## src/rtl/synth_pkg.sv

```systemverilog
// Shared MIDI constants, parser/UART state encodings and the command word layout.
package synth_pkg;

  localparam logic [3:0] NOTE_OFF   = 4'h8;
  localparam logic [3:0] NOTE_ON    = 4'h9;
  localparam logic [3:0] CTRL       = 4'hB;
  localparam logic [6:0] CC_ALL_OFF = 7'd123;
  localparam logic [6:0] STOP_ALL   = 7'h7f;

  typedef enum logic [1:0] {IDLE, DATA1, DATA2, SKIP} parser_state_e;

  typedef enum logic [2:0] {RX_IDLE, RX_START, RX_DATA, RX_STOP, RX_WAIT} uart_state_e;

  // Command word seen by the downstream bank manager.
  typedef struct packed {
    logic       on;
    logic [6:0] note;
    logic [7:0] vel;
  } midi_cmd_t;

  // Status nibbles that carry a two-byte message this parser acts on.
  function automatic logic is_voice(input logic [3:0] hi);
    return (hi == NOTE_OFF) || (hi == NOTE_ON) || (hi == CTRL);
  endfunction

endpackage

```

## src/rtl/midi_uart_rx.sv

```systemverilog
// 8N1 UART receiver: 2-flop synchronizer, mid-bit sampling, frame-error lockout until idle.
module midi_uart_rx
  import synth_pkg::*;
#(
  parameter int unsigned CLK_HZ = 50000000,
  parameter int unsigned BAUD   = 31250
) (
  input  logic       clk,
  input  logic       reset_n,
  input  logic       i_rx,
  output logic [7:0] o_byte,
  output logic       o_byte_valid,
  output logic       o_frame_err
);

  localparam int unsigned BIT_CLKS  = CLK_HZ / BAUD;
  localparam int unsigned HALF_CLKS = BIT_CLKS / 2;
  localparam int unsigned CNT_W     = $clog2(BIT_CLKS + 1);

  logic [1:0]       sync_q;
  logic             rx_s, rx_prev;
  uart_state_e      state, state_d;
  logic [CNT_W-1:0] cnt, cnt_d;
  logic [2:0]       bit_cnt, bit_d;
  logic [7:0]       shift_d;
  logic             byte_v_d, ferr_d;

  assign rx_s = sync_q[1];

  always_ff @(posedge clk or negedge reset_n) begin
    if (!reset_n) begin
      sync_q       <= 2'b11;
      rx_prev      <= 1'b1;
      state        <= RX_IDLE;
      cnt          <= '0;
      bit_cnt      <= '0;
      o_byte       <= '0;
      o_byte_valid <= 1'b0;
      o_frame_err  <= 1'b0;
    end else begin
      sync_q       <= {sync_q[0], i_rx};
      rx_prev      <= rx_s;
      state        <= state_d;
      cnt          <= cnt_d;
      bit_cnt      <= bit_d;
      o_byte       <= shift_d;
      o_byte_valid <= byte_v_d;
      o_frame_err  <= ferr_d;
    end
  end

  always_comb begin
    state_d  = state;
    cnt_d    = CNT_W'(cnt + 1'b1);
    bit_d    = bit_cnt;
    shift_d  = o_byte;
    byte_v_d = 1'b0;
    ferr_d   = 1'b0;
    unique case (state)
      RX_IDLE: begin
        cnt_d = '0;
        if (rx_prev && !rx_s) state_d = RX_START;
      end
      RX_START: begin
        if (cnt == CNT_W'(HALF_CLKS - 1)) begin
          cnt_d   = '0;
          bit_d   = '0;
          state_d = rx_s ? RX_IDLE : RX_DATA;
        end
      end
      RX_DATA: begin
        if (cnt == CNT_W'(BIT_CLKS - 1)) begin
          cnt_d   = '0;
          shift_d = {rx_s, o_byte[7:1]};
          bit_d   = 3'(bit_cnt + 1'b1);
          if (bit_cnt == 3'd7) state_d = RX_STOP;
        end
      end
      RX_STOP: begin
        if (cnt == CNT_W'(BIT_CLKS - 1)) begin
          cnt_d = '0;
          if (rx_s) begin
            byte_v_d = 1'b1;
            state_d  = RX_IDLE;
          end else begin
            ferr_d   = 1'b1;
            state_d  = RX_WAIT;
          end
        end
      end
      RX_WAIT: begin
        cnt_d = '0;
        if (rx_s) state_d = RX_IDLE;
      end
      default: state_d = RX_IDLE;
    endcase
  end

endmodule

```

## src/rtl/midi_parser_p.sv

```systemverilog
// MIDI byte parser: note on/off and All-Notes-Off to 16-bit commands, running status supported.
// Define MIDI_CHANNEL_FILTER_EN to accept only channel CHANNEL (default build is omni).
module midi_parser_p
  import synth_pkg::*;
#(
  parameter int unsigned CLK_HZ  = 50000000,
  parameter int unsigned BAUD    = 31250,
  parameter int unsigned CHANNEL = 0
) (
  input  logic        clk,
  input  logic        reset_n,
  input  logic        i_rx,
  output logic [15:0] o_data,
  output logic        o_valid,
  output logic        o_frame_err
);

`ifdef MIDI_CHANNEL_FILTER_EN
  localparam bit FILTER_EN = 1'b1;
`else
  localparam bit FILTER_EN = 1'b0;
`endif
  localparam logic [3:0] CHAN = 4'(CHANNEL);

  logic [7:0]    rx_byte;
  logic          rx_valid;
  parser_state_e state, state_d;
  logic [3:0]    rs, rs_d;
  logic [6:0]    d1, d1_d;
  midi_cmd_t     data_d;
  logic          valid_d;
  logic          chan_ok;

  midi_uart_rx #(.CLK_HZ(CLK_HZ), .BAUD(BAUD)) u_rx (
    .clk          (clk),
    .reset_n      (reset_n),
    .i_rx         (i_rx),
    .o_byte       (rx_byte),
    .o_byte_valid (rx_valid),
    .o_frame_err  (o_frame_err)
  );

  assign chan_ok = !FILTER_EN || (rx_byte[3:0] == CHAN);

  always_ff @(posedge clk or negedge reset_n) begin
    if (!reset_n) begin
      state   <= IDLE;
      rs      <= '0;
      d1      <= '0;
      o_data  <= '0;
      o_valid <= 1'b0;
    end else begin
      state   <= state_d;
      rs      <= rs_d;
      d1      <= d1_d;
      o_data  <= data_d;
      o_valid <= valid_d;
    end
  end

  // Running status is held as the status nibble; 0 means none.
  always_comb begin
    state_d = state;
    rs_d    = rs;
    d1_d    = d1;
    data_d  = '0;
    valid_d = 1'b0;
    if (rx_valid) begin
      if (rx_byte >= 8'hF8) begin
        state_d = state;
      end else if (rx_byte >= 8'hF0) begin
        rs_d    = '0;
        state_d = SKIP;
      end else if (rx_byte[7]) begin
        if (!chan_ok) begin
          rs_d    = '0;
          state_d = SKIP;
        end else begin
          rs_d    = rx_byte[7:4];
          state_d = is_voice(rx_byte[7:4]) ? DATA1 : SKIP;
        end
      end else begin
        unique case (state)
          IDLE: begin
            if (is_voice(rs)) begin
              d1_d    = rx_byte[6:0];
              state_d = DATA2;
            end
          end
          DATA1: begin
            d1_d    = rx_byte[6:0];
            state_d = DATA2;
          end
          DATA2: begin
            state_d = IDLE;
            unique case (rs)
              NOTE_ON, NOTE_OFF: begin
                if (d1 != 7'd0 && d1 != STOP_ALL) begin
                  valid_d     = 1'b1;
                  data_d.note = d1;
                  if (rs == NOTE_ON && rx_byte[6:0] != 7'd0) begin
                    data_d.on  = 1'b1;
                    data_d.vel = {1'b0, rx_byte[6:0]};
                  end
                end
              end
              CTRL: begin
                if (d1 == CC_ALL_OFF) begin
                  valid_d = 1'b1;
                  data_d  = '{on: 1'b0, note: STOP_ALL, vel: 8'h00};
                end
              end
              default: valid_d = 1'b0;
            endcase
          end
          default: state_d = SKIP;
        endcase
      end
    end
  end

endmodule

```

## config.mk

```make
export PLATFORM = sky130hd
export DESIGN_NAME = midi_parser_p
export DESIGN_NICKNAME = d
export VERILOG_FILES = /design/src/rtl/synth_pkg.sv /design/src/rtl/midi_uart_rx.sv /design/src/rtl/midi_parser_p.sv
export SDC_FILE = /design/constraint.sdc
export NUM_CORES = 1
export LEC_CHECK = 0
export BUFFER_PORTS_ARGS = -buffer_cell sky130_fd_sc_hd__buf_4
export CORE_MARGIN = 1.5
export CORE_UTILIZATION = 63
export CTS_CLUSTER_DIAMETER = 40
export DETAILED_ROUTE_END_ITERATION = 12
export PLACE_DENSITY = 0.83
export SYNTH_ARGS = -nofsm -noshare
export SYNTH_HDL_FRONTEND = slang
export SYNTH_HIERARCHICAL = 1
export SYNTH_SLANG_ARGS = --single-unit
```

## constraint.sdc

```tcl
create_clock -name clk -period 3.7 [get_ports clk]
set_input_delay 0.37 -clock clk [delete_from_list [all_inputs] [get_ports clk]]
set_output_delay 0.37 -clock clk [all_outputs]
set_load 0.01 [all_outputs]
```

Yosys cells after proc, flatten, opt, wreduce, memory -nomap -nowiden
Index checks and enable logic that the tools add are counted.
{"block": "totals", "ff_bits": 60, "latchBits": 0, "ramBits": 0, "mem_bits_ro": 0, "in_bits": 3, "word_cells": 117, "memories": 0}
{"block": "classes", "n_addsub": 2, "mul": 0, "div_mod_pow": 0, "n_lt_le_gt_ge": 2, "n_eq_ne": 25, "shifts": 0, "mux": 48, "bitwise_logic": 3, "reduce_logical": 24}
{"cell": "16-bit two-way mux", "count": 6}
{"cell": "11-bit case mux with 3 select lines", "count": 1}
{"cell": "16-bit case mux with 2 select lines", "count": 1}
{"cell": "3-bit two-way mux", "count": 9}
{"cell": "4-bit equality test (second input constant)", "count": 6}
{"cell": "11-bit two-way mux", "count": 2}
{"cell": "8-bit greater-or-equal comparator (second input constant)", "count": 2}
{"cell": "15-bit two-way mux", "count": 1}
{"cell": "3-bit case mux with 5 select lines", "count": 1}
{"cell": "1-bit two-way mux", "count": 14}
{"cell": "7-bit two-way mux", "count": 2}
{"cell": "7-bit case mux with 2 select lines", "count": 1}
{"cell": "7-bit nonzero test", "count": 2}
{"cell": "2-bit by 1-bit != test with 1-bit output (second input constant)", "count": 6}
{"cell": "6-bit AND reduction", "count": 2}
{"cell": "11-bit by 1-bit adder with 11-bit output (second input constant)", "count": 1}
{"cell": "11-bit by 10-bit equality test with 1-bit output (second input constant)", "count": 1}
{"cell": "11-bit equality test (second input constant)", "count": 1}
{"cell": "2-bit two-way mux", "count": 5}
{"cell": "3-bit AND reduction", "count": 3}
{"cell": "4-bit two-way mux", "count": 2}
{"cell": "7-bit equality test (second input constant)", "count": 1}
{"cell": "7-bit != test (second input constant)", "count": 1}
{"cell": "3-bit by 2-bit equality test with 1-bit output (second input constant)", "count": 2}
{"cell": "19 further kinds", "count": 31}

Depth between registers and ports, before layout
Gate-level depths: netlist of run 1.
{"block": "depth", "depth_word": 10, "mapped_depth": 6}

Hierarchy
The synthesis of run 1 kept the hierarchy.
{"mod": "midi_uart_rx", "n_inst": 1, "cells_each": 114, "area_per_inst_um2": 1426.4, "seq_area_each_um2": 754.5}
{"mod": "midi_parser_p", "n_inst": 1, "cells_each": 103, "area_per_inst_um2": 1249.9, "seq_area_each_um2": 725.7}

Worst setup path after synthesis of run 1
No wires, ideal clock.
{"block": "synth_path", "path_type": "register to register", "start": "register u_rx.cnt[0]", "end": "register u_rx.o_byte[0]", "setup_time_ps": 125, "arrival_ps": 1599, "t_required_ps": 3575, "path_slack_ps": 1976, "path_stages_with_launch": 7, "n_path_buf": 1, "path_cell_list": "dfrtp_1 ha_1 nand4_2 nor4_4 and2_4 buf_12 mux2_4"}
{"block": "synth_between", "elab_chain_len": 2}
{"element": "from (decl)", "line": "midi_uart_rx.sv:23", "rtl": "logic [CNT_W-1:0] cnt, cnt_d;"}
{"element": "from (signal assigned)", "line": "midi_uart_rx.sv:44", "rtl": "cnt <= cnt_d;"}
{"element": "11-bit equality test", "line": "midi_uart_rx.sv:72", "rtl": "if (cnt == CNT_W'(BIT_CLKS - 1)) begin"}
{"element": "2-bit AND reduction (no line)"}
{"element": "to (signal assigned)", "line": "midi_uart_rx.sv:46", "rtl": "o_byte <= shift_d;"}
{"element": "to (decl)", "line": "midi_uart_rx.sv:11", "rtl": "output logic [7:0] o_byte,"}
No other way between the ends.
A chain may end at the register's enable or synchronous reset.

Final worst setup path of run 1
Same ends and word-level chain as after synthesis.

==> out/metrics.yaml, run 1 <==
finish:
  syn_to_final_growth_pct: 11.6
  drive_above_1_share_pct: 28.7
  fin_util_pct: 74.1
  diodes: 0
  layout.nets: 248
critical_path:
  startpoint: "u_rx/cnt[0]"
  reg2reg_slack_ns: 1.79
  end_kind: "flop"
  worst_r2r_startpoint: "u_rx/cnt[0]"
  r2r-end: "u_rx/o_byte[0]"
  worstPathRequired_ns: 3.91
  reg2regPathDepth: 5
  arrival_ns: 2.12
  crit_fanout: 8
  crit_type: "reg2reg"
  cp-start-kind: "flop"
synth:
  syn-cell-area_sq_um: 2680
  synth_common_cells: "56 x dfrtp_1, 16 x nand2_1, 16 x nor2_1, 10 x mux2_2"
  ys_ff_latch: 59
  synthTopCellsByArea: "dfrtp_1 52%, mux2_4 5.0%, mux2_2 4.2%"
  synth_cell_types: 55
  synth_top_cell_by_area: "dfrtp_1"
  synth_top_area_share_pct: 52.4
  synth-edff-count: 0
  syn-num-nets: 223
  yosysWarnings: 6
  syn_inst: 217
  synthArstFlopShare_pct: 100
  synth-main-ff-cell: "dfrtp_1"
  seq_area_frac_synth_pct: 55.3
  yosysMostFrequentCell: "dfrtp_1"
  avgSynthCellArea_sq_um: 12.3
drt:
  drc_errors: 0
  drtIter0Drc: 103
  ant_nets: 0
  post_drt_wl_per_cell_um: 15.6
  drtPass1Iterations: 4
  routed_wl_um: 4640
  via_count: 1725
  vias_per_cell: 5.81
sta:
  setup_viol: 0
  max_freq_ghz: 0.524
  fin_crit_ns: 1.91
  tns_ns: 0
  final_hold_viol_count: 0
  finClkSkew_ns: 0.00605
  tightest_slew_ns: 0.698
  slew_viol_final: 0
  rsz0062_at_grt: "false"
  slew-limit-headroom_pct: 53.4
  finalCritPeriodShare_pct: 51.6
power:
  leakagePower_uw: 0.00142
  ir_drop_mv: 0.343
  power.density_nw_per_um2: 439
clock_tree:
  cts_tree: "built"
  worst_skew_pair.late_latency_ns: 0.33
  cts-root-buf: "clkbuf_8"
  clk_pin_slew_ns: 0.06
  postCtsHoldBufs: 0
  cts_setup_buffers: 0
  cts_buffers: 9
  cts_resized: 0
  cts_sinks: 59
  cts_buffer_depth: 2
  h-tree-depth: 3
floorplanning:
  chipWidth_um: 68.2
  die_h_um: 68.2
  coreArea_sq_um: 4030
  io_pins: 21
  initial_utilization_pct: 66.4
  row_count: 23
  die-area_sq_um: 4650
global_routing:
  met3_usage_pct: 5.59
  grtUsageMet1_pct: 26.8
  grt_usage_pct: 23.6
  grt_max_degree: 60
  grt_pass1_vias: 1675
  grt.busiest_layer: "met2"
  grt_pass1_wl_um: 7650
  grt_remaining_overflow: 0
  gr-usage-met2_pct: 39.3
  grt_antenna_before_repair: 0
job:
  maxCapViolCount: 0
placed_design:
  post-dp-hpwl_um: 3150
  gp_congestion: 0.813
  io_buffers: 19
hold_path:
  hold_class: "in2async"
run_status:
  status: "completed"
[power by group]
group,internal (uW),leakage [uW],switching [uW],total [uW]
clock network,240,0.0000812,229,469
registers,686,0.000796,59.5,746
logic,44.3,0.000539,52.1,96.4
[registers in the layout (all words and copies together) (netlist names)]
| signal | count |
|---|---|
| d1 | 7 |
| u_rx/bit_cnt | 3 |
| o_valid | 1 |
| u_rx/state | 3 |
| u_rx/o_byte_valid | 1 |
| u_rx/cnt | 11 |
| u_rx/o_frame_err | 1 |
| state | 2 |
| u_rx/sync_q | 2 |
| rs | 4 |
| o_data | 15 |
| u_rx/o_byte | 8 |
| u_rx/rx_prev | 1 |
[cells in the final DEF, fill, tap and decap left out, drive strengths merged, types with 4 or more instances in the layout]
cell    instances
dfrtp          56
buf            19
mux2           19
nor2           17
nand2          16
clkbuf         13
nor3           11
nand3           9
and2            8
xor2            7
a21oi           6
nand2b          6
inv             6
nand4           4
[per-stage QoR]
stage	total power, uW	hold WS (ns)	area, sq um	worst slack (ns)	cells
2_1_floorplan	822	0.0744	2680	1.98	217
4_1_cts	1330	0.112	2990	1.78	297
3_3_place_gp	848	0.346	2830	1.80	281
3_5_place_dp	854	0.347	2830	1.81	281
6_report	1310	0.0846	2990	1.79	297
5_1_grt	1370	0.137	2990	1.64	297
[per-layer routing]
| metal | share of wire [%] | wire, um | vias to the layer above |
|---|---|---|---|
| met5 | 0 | 0 | - |
| met2 | 53 | 2440 | 41 |
| li1 | - | - | 813 |
| met4 | 2.3 | 108 | 0 |
| met1 | 40 | 1860 | 862 |
| met3 | 5.0 | 232 | 9 |
[worst max path at each step]
stage | to | cells after the start | slack (ns)
4_1_cts | o_data[15] | 4 | 1.78
3_5_place_dp | o_data[15] | 4 | 1.81
6_report | u_rx/o_byte[0] | 5 | 1.79
2_1_floorplan | u_rx/o_byte[0] | 6 | 1.98
5_1_grt | o_data[15] | 4 | 1.64
3_3_place_gp | o_data[15] | 4 | 1.80
[cell type report]
| type | instances | area [sq um] |
|---|---|---|
| well taps | 50 | 62.6 |
| repair buffers | 19 | 143 |
| clock inverters | 3 | 15.0 |
| fillers | 275 | 1040 |
| flip-flops and latches | 59 | 1480 |
| clock buffers | 13 | 139 |
| multi-input cells | 147 | 1120 |
| inverters | 6 | 22.5 |
[critical path, cell delays in order, from the launching register on]
cell	delay (ns)
dfrtp_1	0.38
ha_1	0.23
nand4_2	0.19
nor4_4	0.35
and2_4	0.32
mux2_4	0.32
[cells by family (layout without fill, tap and decap cells)]
| logic type | Yosys count | after routing | synth area share, % |
|---|---|---|---|
| simple gates | 95 | 95 | 22.9 |
| flops | 59 | 59 | 55.3 |
| mux | 22 | 22 | 10.4 |
| compound gates | 17 | 17 | 4.25 |
| buf+inv | 11 | 41 | 2.66 |
| xor+xnor | 9 | 9 | 2.95 |
| fa+ha+maj | 3 | 3 | 1.40 |
| other cells | 1 | 1 | 0.140 |
No activity file was read; power rests on OpenSTA's default activity.
==> inputs of run 2 (changes only) <==
--- a/config.mk
+++ b/config.mk
@@ -5,12 +5,13 @@
 export SDC_FILE = /design/constraint.sdc
 export NUM_CORES = 1
 export LEC_CHECK = 0
+export ABC_AREA = 1
 export BUFFER_PORTS_ARGS = -buffer_cell sky130_fd_sc_hd__buf_4
 export CORE_MARGIN = 1.5
-export CORE_UTILIZATION = 63
+export CORE_UTILIZATION = 59
 export CTS_CLUSTER_DIAMETER = 40
 export DETAILED_ROUTE_END_ITERATION = 12
-export PLACE_DENSITY = 0.83
+export PLACE_DENSITY = 0.78
 export SYNTH_ARGS = -nofsm -noshare
 export SYNTH_HDL_FRONTEND = slang
 export SYNTH_HIERARCHICAL = 1
==> constraint.sdc (replaced) <==
create_clock -name clk -period 1.95 [get_ports clk]
set_input_delay 0.195 -clock clk [delete_from_list [all_inputs] [get_ports clk]]
set_output_delay 0.195 -clock clk [all_outputs]
set_load 0.01 [all_outputs]
==> run 2 against run 1 <==
Non-clock buffer count rose by 3. Sequential cell count is the same. Critical path type unchanged. Highest routed layer unchanged. Power is 110% higher. Critical path depth increased by 3.
==> out/metrics.yaml, run 2 <==
synth:
  synth.area.mux_share_pct: 0  # -10 points
  synthArstFlopShare_pct: 100  # unchanged
  synth_xor_area_share_pct: 1.81  # -1.1 points
  yosysWarnings: 6  # unchanged
  synth-edff-count: 0  # unchanged
  ys_ff_latch: 59  # unchanged
  synth_top_area_share_pct: 48.4  # -4.0 points
  syn-num-nets: 340  # +52%
  synth_compound_area_share_pct: 4.32  # +0.063 points
  synth_top_cell_by_area: "dfrtp_1"
  seq_area_frac_synth_pct: 51.1  # -4.2 points
  syn_inst: 334  # +54%
  yosysMostFrequentCell: "nand2_1"
  synthTopCellsByArea: "dfrtp_1 48%, nand2_1 9.6%, nor2_1 6.3%"
  synth_common_cells: "74 x nand2_1, 56 x dfrtp_1, 49 x nor2_1, 42 x inv_1, 27 x nand3_1"
  avgSynthCellArea_sq_um: 8.68  # -30%
  synth-simple-area-share_pct: 34.2  # +11 points
  syn-cell-area_sq_um: 2900  # +8.3%
  synth-main-ff-cell: "dfrtp_1"
  synth_cell_types: 31  # -44%
  synth_fa_ha_area_share_pct: 1.30  # -0.11 points
  synth_top_family_by_area: "simple AND/OR/NAND/NOR gates"
floorplanning:
  coreArea_sq_um: 4720  # +17%
  initial_utilization_pct: 61.4  # -5.1 points
  row_count: 25  # +8.7%
  die-area_sq_um: 5340  # +15%
  die_h_um: 73.1  # +7.2%
  chipWidth_um: 73.1  # +7.2%
  io_pins: 21  # unchanged
critical_path:
  end_kind: "flop"
  reg2reg_slack_ns: 0.35  # -1.44 ns
  worstPathRequired_ns: 2.17  # -1.74 ns
  crit_type: "reg2reg"
  reg2regPathDepth: 8  # +3
  cp-start-kind: "flop"
  arrival_ns: 1.82  # -0.30 ns
  crit_fanout: 17  # +9
placed_design:
  post-dp-hpwl_um: 3490  # +11%
  io_buffers: 19  # unchanged
  gp_congestion: 0.798  # -1.9%
power:
  ir_drop_mv: 0.626  # +83%
  total_power_uw: 2690  # +110%
  leakagePower_uw: 0.00173  # +22%
  power.density_nw_per_um2: 819  # +87%
sta:
  slew-limit-headroom_pct: 53.8  # +0.31 points
  tightest_slew_ns: 0.694  # -0.00471 ns
  finClkSkew_ns: 0.00783  # +0.00177 ns
  max_freq_ghz: 0.624  # +19%
  setup_viol: 0  # unchanged
  fin_crit_ns: 1.60  # -0.306 ns
  slew_viol_final: 0  # unchanged
  finalCritPeriodShare_pct: 82.2  # +31 points
  final_hold_viol_count: 0  # unchanged
  tns_ns: 0  # unchanged
  rsz0062_at_grt: "false"
global_routing:
  grt_usage_pct: 22.3  # -1.3 points
  grt_remaining_overflow: 0  # unchanged
  grt_pass1_vias: 2090  # +25%
  grt_max_degree: 60  # unchanged
  grt_pass1_wl_um: 8960  # +17%
  grt_antenna_before_repair: 0  # unchanged
clock_tree:
  cts-root-buf: "clkbuf_8"
  cts_setup_buffers: 0  # unchanged
  worst_skew_pair.late_latency_ns: 0.33  # about the same
  h-tree-depth: 3  # unchanged
  cts_buffers: 9  # unchanged
  cts_tree: "built"
  cts_sinks: 59  # unchanged
  cts_resized: 0  # unchanged
  cts_buffer_depth: 2  # unchanged
  clk_pin_slew_ns: 0.06  # about the same
drt:
  ant_nets: 0  # unchanged
  vias_per_cell: 5.00  # -14%
  drtPass1Iterations: 4  # unchanged
  drc_errors: 0  # unchanged
  drtIter0Drc: 107  # +3.9%
  post_drt_wl_per_cell_um: 11.7  # -25%
  via_count: 2178  # +26%
  routed_wl_um: 5080  # +9.6%
job:
  maxCapViolCount: 0  # unchanged
finish:
  reg.largest.list: "o_data x15, u_rx/cnt x11, u_rx/o_byte x8"
  layout_commonest_cell: "nand2_1"
  top_register: "o_data"
  largest_reg_flops: 15  # unchanged
  diodes: 0  # unchanged
  syn_to_final_growth_pct: 13.3
  drive_above_1_share_pct: 20.6  # -8.1 points
  fin_util_pct: 69.5  # -4.6 points
  final_cell_mix: "74 x nand2_1, 56 x dfrtp_1, 49 x nor2_1, 42 x inv_1, 27 x nand3_1"
  layout.nets: 370  # +49%
run_status:
  status: "completed"
hold_path:
  hold_class: "reg2reg"
  whs_path_depth: 0
run 2: cell types whose count changed in the layout (fill, tap and decap cells not counted), sizes merged, moves of 11 or more:
cell   before  now
inv         6   47
o21ai       2   13
mux2       19    0
nand2      16   85
nand3       9   30
nor2       17   63
run 2: area by class of cell:
class	count	area, sq um
clock buffers	16	160
multi-input cells	225	1210
repair buffers	22	170
inverters	47	179
fillers	364	1440
well taps	67	83.8
flip-flops and latches	59	1480
run 2: path summary, 6_finish.rpt:
path,endpoint,start
min reg2reg,u_rx/sync_q[1],u_rx/sync_q[0]
max,u_rx/bit_cnt[2],u_rx/cnt[0]
min,u_rx/sync_q[1],u_rx/sync_q[0]
min in group asynchronous,u_rx/cnt[8],reset_n
max in group asynchronous,o_data[5],reset_n
max reg2reg,u_rx/bit_cnt[2],u_rx/cnt[0]
run 2: what timing repair did:
action / in CTS / in global routing
hold buffers: 2 / 0
hold endpoints to repair: 57 / 0
setup endpoints to repair: 0 / 0
run 2: cell families (layout without fill, tap and decap cells):
| kind of cell | Yosys count | count (layout) |
|---|---|---|
| AOI/OAI and AO/OA | 18 | 18 |
| buffers and inverters | 50 | 85 |
| xor gates and xnor gates | 6 | 6 |
| DFF | 59 | 59 |
| and+or+nand+nor | 197 | 197 |
| other | 1 | 1 |
| adders and majority gates | 3 | 3 |
run 2: worst max-delay path: stages, from the launching register on:
cell	delay, ns
dfrtp_1	0.37
ha_1	0.24
nand3_4	0.13
nor2_8	0.15
nand3b_4	0.23
nand2_2	0.16
nand2_1	0.09
nand2_1	0.07
nand2_1	0.05
run 2: power by group:
part,total (uW),internal [uW],leakage [uW],switching (uW)
clock network,929,499,0.0000790,430
registers,1330,1280,0.000809,51.2
logic,428,140,0.000838,288
run 2: layer usage:
layer / GRT usage [%] / part of all wire, % / vias to the layer above
li1: - / - / 1107
met1: 28.8 / 48 / 1011
met2: 35.1 / 45 / 50
met3: 5.39 / 4.9 / 10
met4: 11.3 / 2.0 / 0
met5: 0 / 0 / -
run 2: stage by stage:
step	setup slack, ns	hold slack [ns]	cells	area [sq um]
global route	0.221	0.358	436	3280
floorplan	0.600	-0.101	334	2900
global placement	0.423	0.293	418	3100
CTS	0.338	0.355	436	3280
finish	0.347	0.354	436	3280
detailed placement	0.348	0.295	418	3100
==> inputs of run 3 (changes only) <==
--- a/config.mk
+++ b/config.mk
@@ -8,10 +8,10 @@
 export ABC_AREA = 1
 export BUFFER_PORTS_ARGS = -buffer_cell sky130_fd_sc_hd__buf_4
 export CORE_MARGIN = 1.5
-export CORE_UTILIZATION = 59
+export CORE_UTILIZATION = 54
 export CTS_CLUSTER_DIAMETER = 40
 export DETAILED_ROUTE_END_ITERATION = 12
-export PLACE_DENSITY = 0.78
+export PLACE_DENSITY = 0.75
 export SYNTH_ARGS = -nofsm -noshare
 export SYNTH_HDL_FRONTEND = slang
 export SYNTH_HIERARCHICAL = 1
==> constraint.sdc (replaced) <==
create_clock -name clk -period 1.3 [get_ports clk]
set_input_delay 0.13 -clock clk [delete_from_list [all_inputs] [get_ports clk]]
set_output_delay 0.13 -clock clk [all_outputs]
set_load 0.01 [all_outputs]
==> run 3 against run 2 <==
First-iteration DRC count up 27%. Highest routed layer unchanged. Critical path type unchanged. Critical endpoint is now u_rx/cnt[2]. Power up 81%. Combinational power up 130%. Fmax up 17%. The flow now finishes with violations (setup timing). Largest cell class unchanged. Sequential share of layout area down 7.8 points. Cell area up 21%.
==> out/metrics.yaml, run 3 (same netlist as run 2, synthesis figures left out) <==
power:
  total_power_uw: 4860  # +81%
  ir_drop_mv: 1.18  # +88%
  power.density_nw_per_um2: 1230  # +50%
  leakagePower_uw: 0.00206  # +19%
clock_tree:
  cts_buffer_depth: 2  # unchanged
  cts-root-buf: "clkbuf_8"
  cts_tree: "built"
  cts_buffers: 9  # unchanged
  cts_sinks: 59  # unchanged
  worst_skew_pair.late_latency_ns: 0.35  # +0.02 ns
  h-tree-depth: 3  # unchanged
  clk_pin_slew_ns: 0.07  # about the same
sta:
  max_freq_ghz: 0.728  # +17%
  rsz0062_at_grt: "true"
  finalCritPeriodShare_pct: 106  # +23 points
  fin_crit_ns: 1.37  # -0.230 ns
  final_hold_viol_count: 0  # unchanged
  setup_viol: 21  # +21
  hold-worst-slack_ns: 0.162  # -0.192 ns
  setup_slack_ns: -0.0727  # -0.420 ns
  slew_viol_final: 0  # unchanged
  finClkSkew_ns: 0.00831  # +0.000487 ns
critical_path:
  crit_fanout: 6  # -11
  worstPathRequired_ns: 1.53  # -0.64 ns
  end_kind: "flop"
  arrival_ns: 1.60  # -0.22 ns
  cp-start-kind: "flop"
  crit_type: "reg2reg"
placed_design:
  io_buffers: 19  # unchanged
  pre_cts_slack_ns: -0.103  # -0.451 ns
  post-dp-hpwl_um: 4200  # +20%
  gp_congestion: 0.873  # +9.4%
  place_area_sq_um: 3410  # +10%
drt:
  drtPass1Iterations: 4  # unchanged
  drc_errors: 0  # unchanged
  via_count: 2419  # +11%
  ant_nets: 0  # unchanged
  routed_wl_um: 6330  # +25%
  post_drt_wl_per_cell_um: 13.1  # +12%
  drtIter0Drc: 136  # +27%
  vias_per_cell: 4.99  # -0.16%
hold_path:
  hold_class: "in2async"
global_routing:
  grt_pass1_wl_um: 10300  # +15%
  grt_max_degree: 28  # -53%
  grt_usage_pct: 22.7  # +0.33 points
  grt_antenna_before_repair: 0  # unchanged
  grt_pass1_vias: 2303  # +10%
  grt_remaining_overflow: 0  # unchanged
finish:
  fin_area_sq_um: 3970  # +21%
  diodes: 0  # unchanged
  multi_input_area_sq_um: 1450  # +20%
  reg.largest.list: "o_data x15, u_rx/cnt x11, u_rx/o_byte x8"
  layout_commonest_cell: "nand2_1"
  syn_to_final_growth_pct: 37.0
  largest_reg_flops: 15  # unchanged
  top_register: "o_data"
  register_area_sq_um: 1480  # +0.17%
  layout.nets: 416  # +12%
  nFillCells: 341  # -6.3%
  drive_above_1_share_pct: 41.0  # +20 points
  final_cell_mix: "60 x nand2_1, 57 x buf_4, 54 x dfrtp_1, 43 x nor2_1, 35 x inv_1"
floorplanning:
  initial_utilization_pct: 56.4  # -5.0 points
  coreArea_sq_um: 5140  # +8.8%
  io_pins: 21  # unchanged
  die-area_sq_um: 5810  # +8.9%
  chipWidth_um: 76.3  # +4.3%
  die_h_um: 76.3  # +4.3%
  row_count: 26  # +4.0%
run_status:
  status: "complete, but fails checks"
  failed_checks: "setup timing"
job:
  maxCapViolCount: 0  # unchanged
run 3: cell count changes in the layout (fill, tap and decap cells not counted), moves of 7 or more:
cell,previous run,this run
inv_1,42,35
nand3_1,27,19
inv_2,4,11
buf_4,20,57
nand2_1,74,60
nand2_2,5,14
run 3: area by class of cell:
class | instances | area share [%]
Sequential cell | 59 | 37.3
Multi-Input combinational cell | 227 | 36.5
Timing Repair Buffer | 66 | 13.5
Inverter | 47 | 4.76
Clock buffer | 10 | 3.47
Clock inverter | 6 | 2.24
Tap cell | 70 | 2.21
run 3: worst paths after layout:
kind | cells after the start | slack, ns | start | end
worst max-delay path | 8 | -0.07 | u_rx/cnt[1] | u_rx/cnt[2]
worst min-delay path | 2 | 0.16 | reset_n | u_rx/cnt[9]
worst max register to register | 8 | -0.07 | u_rx/cnt[1] | u_rx/cnt[2]
worst min register to register | 0 | 0.36 | u_rx/sync_q[0] | u_rx/sync_q[1]
max in group asynchronous | 3 | 0.61 | reset_n | u_rx/o_byte[7]
min in group clk | 0 | 0.36 | u_rx/sync_q[0] | u_rx/sync_q[1]
run 3: per-stage QoR:
| stage | TNS (ns) | utilization, % | std cells |
|---|---|---|---|
| after floorplan | -0.0669 | - | 334 |
| after global placement | -0.443 | 66.4 | 457 |
| after detailed placement | -1.40 | 66.4 | 457 |
| after CTS | -1.05 | 73.3 | 480 |
| after global routing | -2.86 | 77.2 | 485 |
| final | -0.893 | 77.2 | 485 |
run 3: layer usage:
metal  vias up  share of wire (%)  track usage (%)
met5         -                  0                0
met3        14                4.5             6.47
met2        50                 50             35.5
met1      1157                 44             29.4
li1       1198                  -                -
met4         0                1.9             10.0
run 3: worst max-delay path: stages, from the launching register on:
cell	delay, ns
dfrtp_1	0.39
ha_4	0.16
nand3_4	0.11
nor2_8	0.15
nand2_4	0.09
nand2_8	0.09
nand2_4	0.06
nor2_4	0.14
nor2_1	0.06
run 3: report_power, final:
group | switching (uW) | internal (uW)
Combinational | 561 | 425
Clock | 756 | 1130
Sequential | 73.5 | 1920
run 3: what timing repair did:
action                                  in CTS  in global routing
gates cloned                                 1                  1
gates resized for setup                     16                 48
hold buffers                                 2                  0
buffers inserted                             4                  4
pin swaps                                    2                 20
endpoints found under the setup margin      31                 53
hold endpoints to repair                    60                  0
